<file path="src/rtl/control_pipeline.sv">
// Control-signal pipeline ID/EX -> EX/MEM -> MEM/WB, with load-use stall and branch flush.
// Optional STALL_COUNT_EN macro adds a saturating stall_count[15:0] output.
module control_pipeline #(
    parameter int unsigned REG_ADDR_W = 5
) (
    input  logic                  clk,
    input  logic                  rst_n,
    input  logic [1:0]            ALUOp,
    input  logic                  Branch,
    input  logic                  MemRead,
    input  logic                  MemtoReg,
    input  logic                  MemWrite,
    input  logic                  ALUSrc,
    input  logic                  RegWrite,
    input  logic [REG_ADDR_W-1:0] id_rs1,
    input  logic [REG_ADDR_W-1:0] id_rs2,
    input  logic [REG_ADDR_W-1:0] id_rd,
    input  logic                  flush,
    output logic                  stall,
    output logic [1:0]            ex_ALUOp,
    output logic                  ex_ALUSrc,
    output logic                  mem_Branch,
    output logic                  mem_MemRead,
    output logic                  mem_MemWrite,
    output logic                  wb_RegWrite,
    output logic                  wb_MemtoReg,
    output logic [REG_ADDR_W-1:0] ex_rd,
    output logic [REG_ADDR_W-1:0] mem_rd,
    output logic [REG_ADDR_W-1:0] wb_rd
`ifdef STALL_COUNT_EN
    ,
    output logic [15:0]           stall_count
`endif
);

    // ID/EX
    logic [1:0]            r_ex_ALUOp;
    logic                  r_ex_ALUSrc;
    logic                  r_ex_Branch;
    logic                  r_ex_MemRead;
    logic                  r_ex_MemWrite;
    logic                  r_ex_RegWrite;
    logic                  r_ex_MemtoReg;
    logic [REG_ADDR_W-1:0] r_ex_rd;

    // EX/MEM
    logic                  r_mem_Branch;
    logic                  r_mem_MemRead;
    logic                  r_mem_MemWrite;
    logic                  r_mem_RegWrite;
    logic                  r_mem_MemtoReg;
    logic [REG_ADDR_W-1:0] r_mem_rd;

    // MEM/WB
    logic                  r_wb_RegWrite;
    logic                  r_wb_MemtoReg;
    logic [REG_ADDR_W-1:0] r_wb_rd;

    logic w_hazard;
    logic w_stall;
    logic w_id_MemtoReg;

    always_comb begin
        w_hazard = r_ex_MemRead && (r_ex_rd != '0) &&
                   ((r_ex_rd == id_rs1) || (r_ex_rd == id_rs2));
        w_stall  = w_hazard && !flush;
        // MemtoReg may be X when nothing is written back; pin it to 0 then.
        w_id_MemtoReg = MemtoReg & RegWrite;
    end

    assign stall = w_stall;

    always_ff @(posedge clk or negedge rst_n) begin
        if (!rst_n) begin
            r_ex_ALUOp    <= 2'b00;
            r_ex_ALUSrc   <= 1'b0;
            r_ex_Branch   <= 1'b0;
            r_ex_MemRead  <= 1'b0;
            r_ex_MemWrite <= 1'b0;
            r_ex_RegWrite <= 1'b0;
            r_ex_MemtoReg <= 1'b0;
            r_ex_rd       <= '0;
        end else if (flush || w_stall) begin
            r_ex_ALUOp    <= 2'b00;
            r_ex_ALUSrc   <= 1'b0;
            r_ex_Branch   <= 1'b0;
            r_ex_MemRead  <= 1'b0;
            r_ex_MemWrite <= 1'b0;
            r_ex_RegWrite <= 1'b0;
            r_ex_MemtoReg <= 1'b0;
            r_ex_rd       <= '0;
        end else begin
            r_ex_ALUOp    <= ALUOp;
            r_ex_ALUSrc   <= ALUSrc;
            r_ex_Branch   <= Branch;
            r_ex_MemRead  <= MemRead;
            r_ex_MemWrite <= MemWrite;
            r_ex_RegWrite <= RegWrite;
            r_ex_MemtoReg <= w_id_MemtoReg;
            r_ex_rd       <= id_rd;
        end
    end

    always_ff @(posedge clk or negedge rst_n) begin
        if (!rst_n) begin
            r_mem_Branch   <= 1'b0;
            r_mem_MemRead  <= 1'b0;
            r_mem_MemWrite <= 1'b0;
            r_mem_RegWrite <= 1'b0;
            r_mem_MemtoReg <= 1'b0;
            r_mem_rd       <= '0;
        end else if (flush) begin
            r_mem_Branch   <= 1'b0;
            r_mem_MemRead  <= 1'b0;
            r_mem_MemWrite <= 1'b0;
            r_mem_RegWrite <= 1'b0;
            r_mem_MemtoReg <= 1'b0;
            r_mem_rd       <= '0;
        end else begin
            r_mem_Branch   <= r_ex_Branch;
            r_mem_MemRead  <= r_ex_MemRead;
            r_mem_MemWrite <= r_ex_MemWrite;
            r_mem_RegWrite <= r_ex_RegWrite;
            r_mem_MemtoReg <= r_ex_MemtoReg;
            r_mem_rd       <= r_ex_rd;
        end
    end

    // The branch sitting in MEM during a flush still retires into WB.
    always_ff @(posedge clk or negedge rst_n) begin
        if (!rst_n) begin
            r_wb_RegWrite <= 1'b0;
            r_wb_MemtoReg <= 1'b0;
            r_wb_rd       <= '0;
        end else begin
            r_wb_RegWrite <= r_mem_RegWrite;
            r_wb_MemtoReg <= r_mem_MemtoReg;
            r_wb_rd       <= r_mem_rd;
        end
    end

    assign ex_ALUOp     = r_ex_ALUOp;
    assign ex_ALUSrc    = r_ex_ALUSrc;
    assign ex_rd        = r_ex_rd;
    assign mem_Branch   = r_mem_Branch;
    assign mem_MemRead  = r_mem_MemRead;
    assign mem_MemWrite = r_mem_MemWrite;
    assign mem_rd       = r_mem_rd;
    assign wb_RegWrite  = r_wb_RegWrite;
    assign wb_MemtoReg  = r_wb_MemtoReg;
    assign wb_rd        = r_wb_rd;

`ifdef STALL_COUNT_EN
    logic [15:0] r_stall_count;

    always_ff @(posedge clk or negedge rst_n) begin
        if (!rst_n) begin
            r_stall_count <= 16'h0000;
        end else if (w_stall && (r_stall_count != 16'hFFFF)) begin
            r_stall_count <= r_stall_count + 16'h0001;
        end
    end

    assign stall_count = r_stall_count;
`endif

endmodule

</file>
<file path="config.mk">
export PLATFORM = sky130hd
export DESIGN_NAME = control_pipeline
export DESIGN_NICKNAME = d
export VERILOG_FILES = /design/src/rtl/control_pipeline.sv
export SDC_FILE = /design/constraint.sdc
export NUM_CORES = 1
export LEC_CHECK = 0
export CAP_MARGIN = 10
export CORE_MARGIN = 10
export CORE_UTILIZATION = 41
export DETAILED_ROUTE_END_ITERATION = 16
export PLACE_DENSITY = 0.9
export SETUP_SLACK_MARGIN = 0.05
export SYNTH_ARGS = -nofsm -noshare
export SYNTH_HDL_FRONTEND = slang
export SYNTH_SLANG_ARGS = --single-unit
</file>
<file path="constraint.sdc">
create_clock -name clk -period 2.6 [get_ports clk]
set_clock_uncertainty 0.1 [all_clocks]
set_input_delay 0.65 -clock clk [delete_from_list [all_inputs] [get_ports clk]]
set_output_delay 0.65 -clock clk [all_outputs]
set_load 0.005 [all_outputs]
</file>
Word-level counts from Yosys, hierarchy flattened --
Cells that the tools add are included.
Word-level totals: register bits after elaboration 30, input port bits 26, output and inout bits 24, word-level logic and storage cells 41
Operators by class: equality and inequality tests 2, mux-type cells 14, bitwise gates (word level) 1, reduce and logical (&&, ||, !) cells 7
Operator list (number):
- 1-bit two-way mux | 11
- 5-bit equality test | 2
- 5-bit two-way mux | 2
- 5-bit nonzero test | 1
- 1-bit logical AND | 3
- 1-bit logical OR | 2
- 2-bit two-way mux | 1
- 1-bit bitwise AND | 1
- 1-bit logical NOT | 1

Depth between registers and ports, before layout --
Gate-level depths: netlist of run 1.
depth after elaboration 6, depth in mapped cells 5, depth with buffers taken out 4

Least setup slack after synthesis of run 1 --
No wires, ideal clock.
kind reg2out, start reg r_ex_rd[4] (netlist: ex_rd[4]), end out stall, data arrival time 1.345 ns, required time 1.850 ns, slack 0.505 ns, stages on the path, launching flop included 4, buffers on the path 0, cells stage by stage dfrtp_1 or4_1 o21a_2 and3b_1
Between the ends: cells in the longest elaborated chain, start to end 4, elaborated cells between the ends (all ways) 7, classes of those cells 2 x eq/ne; 5 x reduce/logical
RTL lines:
- from (decl) | line 44 | logic [REG_ADDR_W-1:0] r_ex_rd;
- from (signal assigned) | line 100 | r_ex_rd <= id_rd;
- 5-bit equality test / 5-bit nonzero test (equally long branches) | line 65, 64
- 1-bit logical OR / 1-bit logical AND (equally long branches) | line 65, 64
- 1-bit logical AND (*) | line 64 | w_hazard = r_ex_MemRead && (r_ex_rd != '0) &&
- 1-bit logical AND (*) | line 66 | w_stall = w_hazard && !flush;
- to (decl) | line 19 | output logic stall,
Every way passes the cells marked *; elsewhere a longest branch is shown, timed or not.

Worst setup path in the final report of run 1 --
start reg r_ex_rd[0] (netlist: ex_rd[0]), end out stall
Same word-level chain as after synthesis.

==> impl_metrics.py, run 1 <==
metrics = {
    "run_status": {
        "status": "finished clean",
    },
    "yosys": {
        "ys_warn_count": 0,
        "syn_nets": 114,
        "synth_area_leaders": "dfrtp_1 (65%), a21oi_2 (7.6%), xnor2_1 (7.6%), nand2b_1 (6.5%), nor2b_1 (4.9%)",
        "synth_edf_count": 0,
        "synth_cell_types": 19,
        "yosysMostFrequentCell": "dfrtp_1",
        "synth_ff_type": "dfrtp_1",
        "avgSynthCellArea_um2": 13.2,
        "async_flop_share_pct": 100,
        "synthTopCellsByCount": "dfrtp_1 (30), nand2b_1 (12), a21oi_2 (10), xnor2_1 (10), nor2b_1 (9)",
        "syn_inst": 88,
        "syn_area_um2": 1160,
        "synth_top_area_share_pct": 64.7,
        "yosysSeqAreaShare_pct": 64.7,
        "ys_ff_latch": 30,
        "yosysTopAreaCell": "dfrtp_1",
    },
    "detailed_routing": {
        "ant_nets": 0,
        "dr.pass1.iters": 2,
        "num_vias": 826,
        "via_per_inst": 4.61,
        "drt-initial-drc-count": 24,
        "drc": 0,
        "drt_wl_total_um": 2680,
        "drt-wirelength-per-cell_um": 15.0,
    },
    "sta": {
        "rsz0062_at_grt": "true",
        "drv_slew": 0,
        "setup_viol": 0,
        "worst_pin_slew_ps": 349,
        "slew_headroom_pct": 76.7,
        "period_share_pct": 95.6,
        "fmax_ghz": 0.402,
        "hold_viol": 0,
        "min_period_ps": 2490,
        "whs_ps": 252,
    },
    "place": {
        "portBuffers": 49,
        "hpwl_um": 2130,
        "gp_congestion": 0.708,
    },
    "worst_setup_path": {
        "startpoint_type": "flop",
        "path_max_fanout": 2,
        "critPathCaptureType": "output port",
        "worstPathRequired_ps": 1850,
        "cp.arrival_ps": 1740,
        "crit_type": "flop to output port",
    },
    "clock_tree": {
        "clk_pin_slew_worst_paths_ps": 90,
        "clock_path_buffers": 2,
        "cts_root_buffer": "clkbuf_4",
        "cts.sinks": 30,
        "hold_buffers": 0,
        "cts_buffers": 5,
        "htree_levels": 2,
        "insertion_delay_ps": 320,
        "cts_setup_buffers": 0,
        "cts_tree": "built",
    },
    "run": {
        "cap_violations": 0,
    },
    "global_routing": {
        "grt_use_met3_pct": 6.12,
        "grt_antenna_before_repair": 0,
        "use_met1_pct": 10.7,
        "grt_pass1_wl_um": 4360,
        "met2_usage_pct": 17.2,
        "grt_overflow": 0,
        "grt_pass1_vias": 922,
        "busiest_layer": "met2",
        "grt_max_degree": 31,
        "grt_use_total_pct": 10.5,
    },
    "floorplanning": {
        "ios": 50,
        "dieArea_um2": 5360,
        "fp.coreArea_um2": 2730,
        "fp.dieH_um": 73.2,
        "start_util_pct": 42.4,
        "die_width_um": 73.2,
        "row_count": 19,
    },
    "cells_and_area": {
        "fin_util_pct": 65.2,
        "areaGrowthSynthToFinish_pct": 53.6,
        "layout.nets": 173,
        "drive_gt1_share_pct": 18.9,
        "antenna_cells": 0,
    },
    "pwr": {
        "powerDensity_nw_per_um2": 520,
        "p_leak_uw": 0.000818,
        "vdd_ir_drop_max_v": 0.000455,
    },
    "hold_path": {
        "hp-class": "flop to flop",
    },
}
==> per-layer routing <==
| metal | up-vias | share of wire [%] |
|---|---|---|
| li1 | 399 | - |
| met2 | 34 | 50 |
| met1 | 387 | 36 |
| met4 | 0 | 1.3 |
| met5 | - | 0 |
| met3 | 6 | 13 |
==> cell usage in the layout, fill, tap and decap left out, drive strengths merged <==
master,Yosys,final
nand2b,12,12
or4,1,1
inv,1,1
nand2,2,2
dlygate4sd2,0,6
clkinv,0,1
a211oi,1,1
nor2b,10,10
dlymetal6s2s,0,4
clkdlybuf4s50,0,38
buf,3,8
and3b,1,1
o22ai,1,1
dfrtp,30,30
clkbuf,1,7
o21a,1,1
a21oi,12,12
xnor2,10,10
nand3,2,2
==> cell type report <==
type	instances	area [um2]
Tap cell	31	38.8
Fill cell	197	952
Timing Repair Buffer	56	541
Inverter	1	3.75
Sequential cell	30	751
Clock buffer	7	55.1
Clock inverter	1	5.00
Multi-Input combinational cell	53	388
==> state kept, by name (all words and copies together) (netlist names) <==
name / flops
ex_rd: 5
mem_rd: 5
wb_rd: 5
ex_ALUOp: 2
ex_ALUSrc: 1
mem_Branch: 1
mem_MemRead: 1
mem_MemWrite: 1
r_ex_Branch: 1
r_ex_MemRead: 1
r_ex_MemWrite: 1
r_ex_MemtoReg: 1
r_ex_RegWrite: 1
r_mem_MemtoReg: 1
r_mem_RegWrite: 1
wb_MemtoReg: 1
wb_RegWrite: 1
==> power by group <==
part | switching [uW] | internal, uW | total [uW] | leakage [uW]
Combinational | 59.6 | 89.4 | 149 | 0.000385
Sequential | 9.28 | 487 | 496 | 0.000398
Clock | 150 | 131 | 281 | 0.0000353
==> critical path: stages (launching register included) <==
cell,delay [ps]
dfrtp_1,400
or4_1,500
o21a_2,210
and3b_1,180
buf_2,130
==> kinds of logic (layout without fill, tap and decap cells) <==
logic type,Yosys count,after routing,share of synthesized area [%]
AND/OR/NAND/NOR,28,28,15.0
flip-flops,30,30,64.7
buffers and inverters,5,65,2.37
AO/OA/AOI/OAI,15,15,10.4
XOR/XNOR,10,10,7.55
==> metrics by stage <==
stage / cells / TNS, ps / worst slack, ps / total power, uW / instance area (um2)
after floorplan: 88 / 0 / 505 / 561 / 1160
after global placement: 171 / -424 / -424 / 654 / 1720
after detailed placement: 171 / -429 / -429 / 660 / 1720
after CTS: 179 / 0 / 52.2 / 936 / 1770
after global routing: 179 / 0 / 32.5 / 970 / 1780
final: 179 / 0 / 114 / 926 / 1780
==> path summary, 6_finish.rpt <==
kind	from	endpoint	slack [ps]	cells past startpoint
setup / recovery	ex_rd[0]$_DFF_PN0_	stall	110	4
min in group asynchronous	rst_n	wb_rd[4]$_DFF_PN0_	600	2
setup reg to reg	ex_rd[0]$_DFF_PN0_	r_ex_MemtoReg$_DFF_PN0_	850	4
hold reg to reg	r_mem_MemtoReg$_DFF_PN0_	wb_MemtoReg$_DFF_PN0_	250	0
max in group asynchronous	rst_n	mem_Branch$_DFF_PN0_	1530	2
hold / removal	r_mem_MemtoReg$_DFF_PN0_	wb_MemtoReg$_DFF_PN0_	250	0
==> timing repair <==
item	in CTS	in global routing
setup endpoints to repair	1	1
pin swaps	9	8
gates resized for setup	11	4
Note: power is estimated with default switching activity, not from simulation.
==> run 2: changes to the inputs <==
CORE_UTILIZATION = 30   (was 41)
PLACE_DENSITY = 0.72   (was 0.9)
SLEW_MARGIN = 20   (was default)
==> run 2 against run 1 <==
Sequential power is essentially flat. Wire length grew 4.5%. Non-clock buffer count grew 4. Final area grew 4.6%. Clock power grew 35%. Die area grew 26%. Critical path type unchanged. Largest cell class unchanged.
==> impl_metrics.py, run 2 (synthesis results as in run 1) <==
metrics = {
    "floorplanning": {
        "die_width_um": 82.2,
        "ios": 50,
        "row_count": 22,
        "fp.dieH_um": 82.2,
        "start_util_pct": 31.4,
        "dieArea_um2": 6750,
        "fp.coreArea_um2": 3690,
    },
    "place": {
        "portBuffers": 49,
        "dp.cells": 188,
        "hpwl_um": 2200,
        "gp_congestion": 0.762,
    },
    "worst_setup_path": {
        "r2r_end": "r_ex_MemtoReg$_DFF_PN0_",
        "critPathCaptureType": "output port",
        "path_max_fanout": 3,
        "r2r_slack_ps": 660,
        "startpoint_type": "flop",
        "crit_type": "flop to output port",
        "cp.arrival_ps": 1670,
        "r2r_start": "ex_rd[4]$_DFF_PN0_",
        "rr_worst_depth": 10,
        "worstPathRequired_ps": 1850,
    },
    "hold_path": {
        "min_from": "r_mem_RegWrite$_DFF_PN0_",
        "hold_end": "wb_RegWrite$_DFF_PN0_",
        "worst_hold_path.num_cells": 0,
        "hp-class": "flop to flop",
    },
    "clock_tree": {
        "insertion_delay_ps": 270,
        "clock_path_buffers": 2,
        "cts_root_buffer": "clkbuf_8",
        "hold_buffers": 0,
        "cts_tree": "built",
        "htree_levels": 2,
        "cts.sinks": 30,
        "cts_buffers": 5,
        "clk_pin_slew_worst_paths_ps": 60,
    },
    "sta": {
        "period_share_pct": 93.3,
        "hold_viol": 0,
        "slew_headroom_pct": 75.0,
        "worst_pin_slew_ps": 374,
        "min_period_ps": 2420,
        "setup_viol": 0,
        "fmax_ghz": 0.412,
        "drv_slew": 0,
        "rsz0062_at_grt": "false",
    },
    "pwr": {
        "vdd_ir_drop_max_v": 0.000250,
        "p_leak_uw": 0.000844,
        "powerDensity_nw_per_um2": 553,
    },
    "global_routing": {
        "grt_use_total_pct": 9.10,
        "use_met1_pct": 8.75,
        "grt_overflow": 0,
        "busiest_layer": "met2",
        "grt_antenna_before_repair": 0,
        "grt_use_met3_pct": 5.62,
        "grt_pass1_vias": 954,
        "grt_pass1_wl_um": 4570,
        "met2_usage_pct": 14.9,
        "grt_max_degree": 31,
    },
    "cells_and_area": {
        "final_cells": 200,
        "fin_util_pct": 50.5,
        "drive_gt1_share_pct": 21.7,
        "layout_commonest_cell": "clkdlybuf4s50_1",
        "antenna_cells": 0,
        "layout.nets": 177,
        "mostFrequentLayoutCells": "clkdlybuf4s50_1 (38), dfrtp_1 (30), nand2b_1 (12)",
        "areaGrowthSynthToFinish_pct": 60.7,
    },
    "detailed_routing": {
        "drt-initial-drc-count": 30,
        "via_per_inst": 4.20,
        "dr.pass1.iters": 4,
        "ant_nets": 0,
        "drc": 0,
        "drt_wl_total_um": 2800,
        "drt-wirelength-per-cell_um": 14.0,
        "num_vias": 839,
    },
    "run_status": {
        "status": "finished clean",
    },
    "run": {
        "cap_violations": 0,
    },
}
[run 2: worst max path at each step]
| stage | startpoint | endpoint | depth (start not counted) |
|---|---|---|---|
| 6_report | ex_rd[0]$_DFF_PN0_ | stall | 4 |
| 5_1_grt | ex_rd[0]$_DFF_PN0_ | stall | 4 |
| 4_1_cts | id_rs1[4] | stall | 6 |
| 3_5_place_dp | id_rs1[2] | stall | 6 |
| 3_3_place_gp | id_rs2[0] | stall | 6 |
| 2_1_floorplan | ex_rd[4]$_DFF_PN0_ | stall | 3 |
[run 2: worst max-delay path: stages, from the launching register on]
cell	delay (ps)
dfrtp_1	390
or4_1	490
o21a_2	210
and3b_1	170
buf_2	130
[run 2: power breakdown]
part / switching (uW) / leakage (uW) / internal (uW)
clock network: 167 / 0.0000472 / 212
registers: 9.13 / 0.000398 / 487
logic: 61.4 / 0.000399 / 93.7
[run 2: through the flow]
stage	worst slack [ps]	setup TNS, ps	power [uW]	instance area (um2)	hold slack [ps]
floorplan	505	0	561	1160	231
global placement	-422	-422	655	1740	235
detailed placement	-445	-445	660	1740	237
finish	175	0	1030	1860	251
CTS	59.2	0	1050	1850	253
global route	83.0	0	1090	1860	258
[run 2: layout make-up]
| class | instances | area, um2 |
|---|---|---|
| Fill cell | 365 | 1820 |
| Sequential cell | 30 | 751 |
| Timing Repair Buffer | 60 | 567 |
| Multi-Input combinational cell | 53 | 388 |
| Clock buffer | 6 | 82.6 |
| Tap cell | 48 | 60.1 |
| Clock inverter | 2 | 12.5 |
| Inverter | 1 | 3.75 |
[run 2: timing repair]
action                     CTS  global route
setup endpoints to repair    1             1
setup buffers                3             1
pin swaps                    9             5
hold endpoints to repair     0             0
resized for setup           12             3
[run 2: metal layers]
| layer | wire length (um) | vias up |
|---|---|---|
| met2 | 1350 | 42 |
| met3 | 359 | 2 |
| met1 | 1070 | 385 |
| met4 | 18 | 0 |
| li1 | - | 410 |
| met5 | 0 | - |
==> run 3: changes to the inputs <==
CAP_MARGIN = 5   (was 10)
TNS_END_PERCENT = 50   (was default)
==> results of run 3 <==
The final DEF is identical to that of run 2; final timing and power are the same.
